--- config.mk ---
export PLATFORM = sky130hd
export DESIGN_NAME = udma_uart_tx_arb
export DESIGN_NICKNAME = d
export VERILOG_FILES = /design/src/rtl/udma_uart_tx_arb.sv
export SDC_FILE = /design/constraint.sdc
export NUM_CORES = 1
export LEC_CHECK = 0
export CAP_MARGIN = 0
export CORE_MARGIN = 2
export CORE_UTILIZATION = 37
export CTS_BUF_LIST = sky130_fd_sc_hd__clkbuf_8
export DETAILED_ROUTE_END_ITERATION = 7
export GPL_TIMING_DRIVEN = 0
export PLACE_DENSITY = 0.66
export SETUP_SLACK_MARGIN = 0.02
export SLEW_MARGIN = 5
export SYNTH_ARGS = -nofsm -noshare
export SYNTH_HDL_FRONTEND = slang
export SYNTH_SLANG_ARGS = --single-unit
--- constraint.sdc ---
create_clock -name clk_i -period 8.6 [get_ports clk_i]
set_clock_uncertainty 0.15 [all_clocks]
set_input_delay 1.72 -clock clk_i [delete_from_list [all_inputs] [get_ports clk_i]]
set_output_delay 1.72 -clock clk_i [all_outputs]
set_load 0.01 [all_outputs]
--- src/rtl/udma_uart_tx_arb.sv ---
// Round-robin, burst-locking arbiter that merges N_REQ byte streams into one UART TX stream.
// A granted source keeps the stream until its last byte, the burst cap, or its enable drops.
module udma_uart_tx_arb #(
    parameter int N_REQ   = 2,
    parameter int BURST_W = 8,
    parameter int IDX_W   = $clog2(N_REQ)
) (
    input  logic                 clk_i,
    input  logic                 rst_i,
    input  logic [N_REQ-1:0]     cfg_en_i,
    input  logic [BURST_W-1:0]   cfg_max_burst_i,
    input  logic [N_REQ*8-1:0]   req_data_i,
    input  logic [N_REQ-1:0]     req_valid_i,
    input  logic [N_REQ-1:0]     req_last_i,
    output logic [N_REQ-1:0]     req_ready_o,
    output logic [7:0]           tx_data_o,
    output logic                 tx_valid_o,
    input  logic                 tx_ready_i,
    output logic [IDX_W-1:0]     tx_src_o,
    output logic [N_REQ-1:0]     grant_o,
    output logic                 busy_o
);

    localparam logic [0:0] STATE_IDLE   = 1'b0;
    localparam logic [0:0] STATE_LOCKED = 1'b1;
    localparam int         SW           = IDX_W + 2;

    function automatic logic [BURST_W-1:0] sat_inc(input logic [BURST_W-1:0] v);
        return (&v) ? v : v + 1'b1;
    endfunction

    logic [0:0]         state_p0;
    logic [N_REQ-1:0]   grant_p0;
    logic [IDX_W-1:0]   gidx_p0;
    logic [IDX_W-1:0]   ptr_p0;
    logic [BURST_W-1:0] cnt_p0;

    logic [7:0]         data_p1;
    logic [IDX_W-1:0]   src_p1;
    logic               vld_p1;

    logic [N_REQ-1:0]   eligible;
    logic               win_found;
    logic [IDX_W-1:0]   win_idx;
    logic [SW-1:0]      cand;

    logic               locked;
    logic               out_free;
    logic               g_en;
    logic               g_valid;
    logic               g_last;
    logic [7:0]         g_byte;
    logic               g_ready;
    logic               accept;
    logic [BURST_W-1:0] cnt_inc;
    logic               cap_hit;
    logic               release_lock;

    assign eligible = req_valid_i & cfg_en_i;

    // Search starts just after the last released source so every source gets a turn.
    always_comb begin
        win_found = 1'b0;
        win_idx   = '0;
        cand      = '0;
        for (int i = 0; i < N_REQ; i++) begin
            cand = SW'(ptr_p0) + SW'(i) + SW'(1);
            if (cand >= SW'(N_REQ)) begin
                cand = cand - SW'(N_REQ);
            end
            if (!win_found && eligible[cand[IDX_W-1:0]]) begin
                win_found = 1'b1;
                win_idx   = cand[IDX_W-1:0];
            end
        end
    end

    always_comb begin
        g_en    = 1'b0;
        g_valid = 1'b0;
        g_last  = 1'b0;
        g_byte  = '0;
        for (int i = 0; i < N_REQ; i++) begin
            if (gidx_p0 == IDX_W'(i)) begin
                g_en    = cfg_en_i[i];
                g_valid = req_valid_i[i];
                g_last  = req_last_i[i];
                g_byte  = req_data_i[8*i +: 8];
            end
        end
    end

    assign locked       = (state_p0 == STATE_LOCKED);
    assign out_free     = ~vld_p1 | tx_ready_i;
    assign g_ready      = locked & g_en & out_free;
    assign accept       = g_ready & g_valid;
    assign cnt_inc      = sat_inc(cnt_p0);
    // Compare with >= so a cap lowered below the running count ends the burst on the next byte.
    assign cap_hit      = (cfg_max_burst_i != '0) && (cnt_inc >= cfg_max_burst_i);
    assign release_lock = locked & (~g_en | (accept & (g_last | cap_hit)));

    // Stage p0: arbitration / lock state
    always_ff @(posedge clk_i or posedge rst_i) begin
        if (rst_i) begin
            state_p0 <= STATE_IDLE;
            grant_p0 <= '0;
            gidx_p0  <= '0;
            ptr_p0   <= IDX_W'(N_REQ - 1);
            cnt_p0   <= '0;
        end else begin
            case (state_p0)
                STATE_IDLE: begin
                    if (win_found) begin
                        state_p0 <= STATE_LOCKED;
                        grant_p0 <= {{(N_REQ-1){1'b0}}, 1'b1} << win_idx;
                        gidx_p0  <= win_idx;
                        cnt_p0   <= '0;
                    end
                end
                default: begin
                    if (release_lock) begin
                        state_p0 <= STATE_IDLE;
                        grant_p0 <= '0;
                        cnt_p0   <= '0;
                        ptr_p0   <= gidx_p0;
                    end else if (accept) begin
                        cnt_p0 <= cnt_inc;
                    end
                end
            endcase
        end
    end

    // Stage p1: output byte register, drains independently of the lock
    always_ff @(posedge clk_i or posedge rst_i) begin
        if (rst_i) begin
            vld_p1  <= 1'b0;
            data_p1 <= '0;
            src_p1  <= '0;
        end else if (accept) begin
            vld_p1  <= 1'b1;
            data_p1 <= g_byte;
            src_p1  <= gidx_p0;
        end else if (tx_ready_i) begin
            vld_p1  <= 1'b0;
        end
    end

    assign req_ready_o = g_ready ? grant_p0 : '0;
    assign grant_o     = grant_p0;
    assign tx_data_o   = data_p1;
    assign tx_src_o    = src_p1;
    assign tx_valid_o  = vld_p1;
    assign busy_o      = locked | vld_p1;

endmodule

**Word-level counts from Yosys, hierarchy flattened**

Cells that the tools add are included.

- $add $sub $neg: 5
- $lt $le $gt $ge: 5
- Equality and inequality tests: 2
- Shift operators: 1
- Mux-type cells: 28
- Bitwise logic cells: 13
- Reductions and logical operators: 11

Operators by type and width:

| cell | count |
|---|---|
| $mux W8 | 6 |
| $mux W1 | 18 |
| $add A8 B1 Y8 const B | 1 |
| $ge A8 B8 Y1 | 1 |
| $mux W2 | 4 |
| $reduce_and A2 Y1 | 4 |
| $reduce_and A8 Y1 | 1 |
| $reduce_bool A8 Y1 | 1 |
| $and A1 B1 Y1 | 5 |
| $lt A1 B2 Y1 const B | 2 |
| $or A1 B1 Y1 | 4 |
| $reduce_bool A2 Y1 | 2 |
| $add A2 B1 Y3 const B | 1 |
| $ge A3 B2 Y1 const B | 1 |
| $ne A3 B1 Y1 const B | 1 |
| $not A1 Y1 | 3 |
| $add A1 B1 Y2 const B | 1 |
| $and A2 B2 Y2 | 1 |
| $ge A2 B2 Y1 const B | 1 |
| $logic_and A1 B1 Y1 | 2 |
| $ne A2 B1 Y1 const B | 1 |
| $shl A1 B1 Y2 const A | 1 |
| $sub A1 B1 Y1 const B | 2 |
| $logic_not A1 Y1 | 1 |

- Register bits after elaboration: 23
- Bits of input ports: 33
- Output and inout port bits: 15

**Depth between registers and ports, before layout**

- Depth in word-level cells: 12
- Gate-level depth with buffers: 11
- Mapped depth without buffers: 11

**Least setup slack after synthesis**

No wires, ideal clock.

- Path type: input to output
- Start: input cfg_en_i[1]
- End: output req_ready_o[0]
- Arrival time: 2,390 ps
- Data required time: 6,730 ps
- Path slack: 4,340 ps
- Stages: 3
- Path buffers: 0
- Path through: mux2_2 > and3_1 > and2_1

- Word-level cells in the longest chain between the ends: 4

Ends and longest elaborated chain:

| element | line | RTL |
|---|---|---|
| start: declaration | 10 | `input logic [N_REQ-1:0] cfg_en_i,` |
| $mux W1 | 84 | `if (gidx_p0 == IDX_W'(i)) begin` |
| $and A1 B1 Y1 (2 in a row) | 95 | `assign g_ready = locked & g_en & out_free;` |
| $mux W2 | 149 | `assign req_ready_o = g_ready ? grant_p0 : '0;` |
| end: declaration | 15 | `output logic [N_REQ-1:0] req_ready_o,` |

Every way passes these cells.

**Worst setup path after layout**

- Start: input cfg_en_i[0]
- End: output req_ready_o[0]

The elaborated chain is that of the path after synthesis.

==> flow_summary_export.csv <==
group,metric,value,unit
clocking,cts-resized-gates,0,
timing,setup_tns,0,ps
timing,layout_setup_ws,3300,ps
critical_path,endpoint_kind,"output port",
timing,finalHoldWorstSlack,340,ps
pwr,p_comb_share,52.2,%
routing,drt_pass1_iterations,4,
timing,slew_viol_final,0,
clocking,cts_made_buffers,3,
synthesis,seq_area_frac_synth,36.5,%
clocking,htree_levels,1,
timing,max_slew_margin,39.1,%
placement,post-dp-hpwl,2980,µm
timing,min_period,5300,ps
hold_path,hp-class,"reg -> reg",
pwr,pwr-share-clk,14.0,%
global_routing,antenna_found_initial,0,
routing,drt_iter0_drc,70,
floorplanning,core,4060,µm²
cells_and_area,area_delta_synth_final,36.6,%
clocking,clkSlewWorstSetupHoldPaths,90,ps
critical_path,start_kind,"input pin",
global_routing,grt_max_degree,24,
cells_and_area,nets,259,
placement,globalplace.congestion,0.876,
timing,worst_slew_pin_slew,913,ps
floorplanning,dieHeight,69.4,µm
critical_path,cp.arrival,3430,ps
routing,drcViolationCount,0,
critical_path,path_max_fanout,5,
cells_and_area,final_common_cell,"clkdlybuf4s50_1",
synthesis,syn_area_per_cell,9.58,µm²
cells_and_area,n_antenna_cell,0,
cells_and_area,design_area,2160,µm²
floorplanning,fp-row-count,23,
clocking,cts-hold-fix-buffers,0,
routing,via_per_inst,5.53,
placement,post-place-ws,3310,ps
cells_and_area,drive_above_1_share,12.0,%
timing,post-route-period-util,61.6,%
timing,hold_viol_final,0,
global_routing,grt_usage,16.4,%
synthesis,synthFlopType,"dfrtp_1",
synthesis,ys_ff_latch,23,
global_routing,first_global_vias,1546,
timing,setup_viol,0,
clocking,clkLatencyLatePin,260,ps
floorplanning,start_util,39.0,%
synthesis,syn-cell-area,1580,µm²
global_routing,grt_overflow_total,0,
job,drv_cap,0,
cells_and_area,fillers,371,
routing,ant_nets,0,
placement,port_buffers,47,
floorplanning,die_w,69.4,µm
cells_and_area,final_cell_mix,"clkdlybuf4s50_1 (47), nand2_1 (22), dfrtp_1 (22)",
synthesis,synthArstFlopShare,100,%
routing,wl_per_cell,14.4,µm
pwr,p_per_area,224,nW/µm²
synthesis,syn_inst,165,
clocking,cts_setup_buffers,0,
timing,max_freq,189,MHz
synthesis,synthesis.nets,207,
routing,wl,3840,µm
timing,grt_setup_unrepaired,"false",
global_routing,grt_pass1_wl,6660,µm
pwr,power_switching,178,µW
floorplanning,die_area,4810,µm²
synthesis,synth_edf_count,0,
pwr,p_total,483,µW
pwr,p_int,305,µW
clocking,cts-root-buf,"clkbuf_8",
pwr,p_sw_share,36.9,%
routing,vias,1471,
pwr,peakVddDrop,0.118,mV
clocking,clock-sinks,23,
synthesis,ys_warn_count,0,
clocking,cts_tree,"yes",
pwr,leakagePower,0.000946,µW
outcome,status,"completed",
clocking,clockBufferDepth,2,
synthesis,synth_cell_type_count,48,
placement,post_dp_cell_area,2110,µm²
pwr,pwr-share-seq,33.8,%
critical_path,worstSetupPathType,"in -> out",
floorplanning,ios,48,
critical_path,worstPathRequired,6730,ps
## cell type report
cell class	instances	area [µm²]	area share [%]
plain buffers	6	26.3	1.22
inverters	9	33.8	1.56
clock buffers	3	41.3	1.91
clock inverters	1	3.75	0.174
well taps	50	62.6	2.90
repair buffers	47	470	21.8
flip-flops and latches	23	577	26.7
multi-input cells	127	945	43.7
## logic make-up (layout without fill, tap and decap cells)
family                   count (synthesis)  count (layout)  synth area share, %
multiplexers                            13              13                 8.86
AO/OA/AOI/OAI                           40              40                 21.6
AND/OR/NAND/NOR                         64              64                 21.6
buffers and inverters                   15              66                 3.80
adder cells (fa/ha/maj)                  9               9                 7.12
flip-flops                              23              23                 36.5
XOR/XNOR                                 1               1                0.554
## final timing paths
check / start / to / slack (ps) / cells past startpoint
max: cfg_en_i[0] / req_ready_o[0] / 3300 / 5
min: tx_data_o[7] / tx_data_o[7] / 340 / 2
max reg2reg: cnt_p0[0] / cnt_p0[2] / 5100 / 10
min reg2reg: tx_data_o[7] / tx_data_o[7] / 340 / 2
max in group asynchronous: rst_i / gidx_p0 / 5940 / 2
min in group asynchronous: rst_i / cnt_p0[4] / 1800 / 2
## cells in the mapped netlist (2+ instances only)
cell / n / area share (%)
ha_1: 9 / 7.1
nand3_1: 3 / 0.95
buf_2: 3 / 0.95
o21a_1: 3 / 1.4
mux2_2: 4 / 2.8
or2_2: 2 / 0.79
dfrtp_1: 22 / 35
inv_1: 9 / 2.1
a22o_1: 3 / 1.7
o22a_1: 2 / 1.1
and2_1: 2 / 0.79
nor4_1: 4 / 1.6
or4_4: 2 / 1.4
nor2_1: 13 / 3.1
a21oi_1: 6 / 1.9
clkbuf_1: 2 / 0.47
nand2b_1: 3 / 1.2
o21ai_0: 12 / 3.8
nand2_1: 22 / 5.2
nand4_1: 4 / 1.6
mux2i_1: 8 / 5.1
## metrics by stage
| step | utilization, % | cells |
|---|---|---|
| 3_3_place_gp | 52.1 | 262 |
| 3_5_place_dp | 52.1 | 262 |
| 2_1_floorplan | - | 165 |
| 4_1_cts | 53.2 | 266 |
| 6_report | 53.2 | 266 |
| 5_1_grt | 53.2 | 266 |
## critical path, stage by stage
cell and delay [ps]:
clkdlybuf4s50_1 550, mux2_2 240, and3_1 250, and2_1 150, clkdlybuf4s50_1 530
## sequential cells by signal (all words and copies together) (netlist names)
register    flops
cnt_p0          8
gidx_p0         1
grant_o         2
locked          1
ptr_p0          1
tx_data_o       8
tx_src_o        1
tx_valid_o      1
## metal layers
metal	up-vias	GRT usage, %	wire [µm]	part of all wire [%]
met5	-	0	0	0
met4	0	4.79	83	2.2
met3	12	3.78	227	5.9
met2	53	29.6	1920	50
met1	698	19.4	1600	42
li1	708	-	-	-
## power groups by stage
| stage | logic, µW | registers (µW) | clock network, µW |
|---|---|---|---|
| global placement | 247 | 164 | 0 |
| floorplan | 137 | 174 | 0 |
| finish | 252 | 163 | 67.4 |
| CTS | 255 | 164 | 70.3 |
| global route | 278 | 168 | 75.6 |
| detailed placement | 254 | 165 | 0 |
Power figures use the tool's default switching activity.
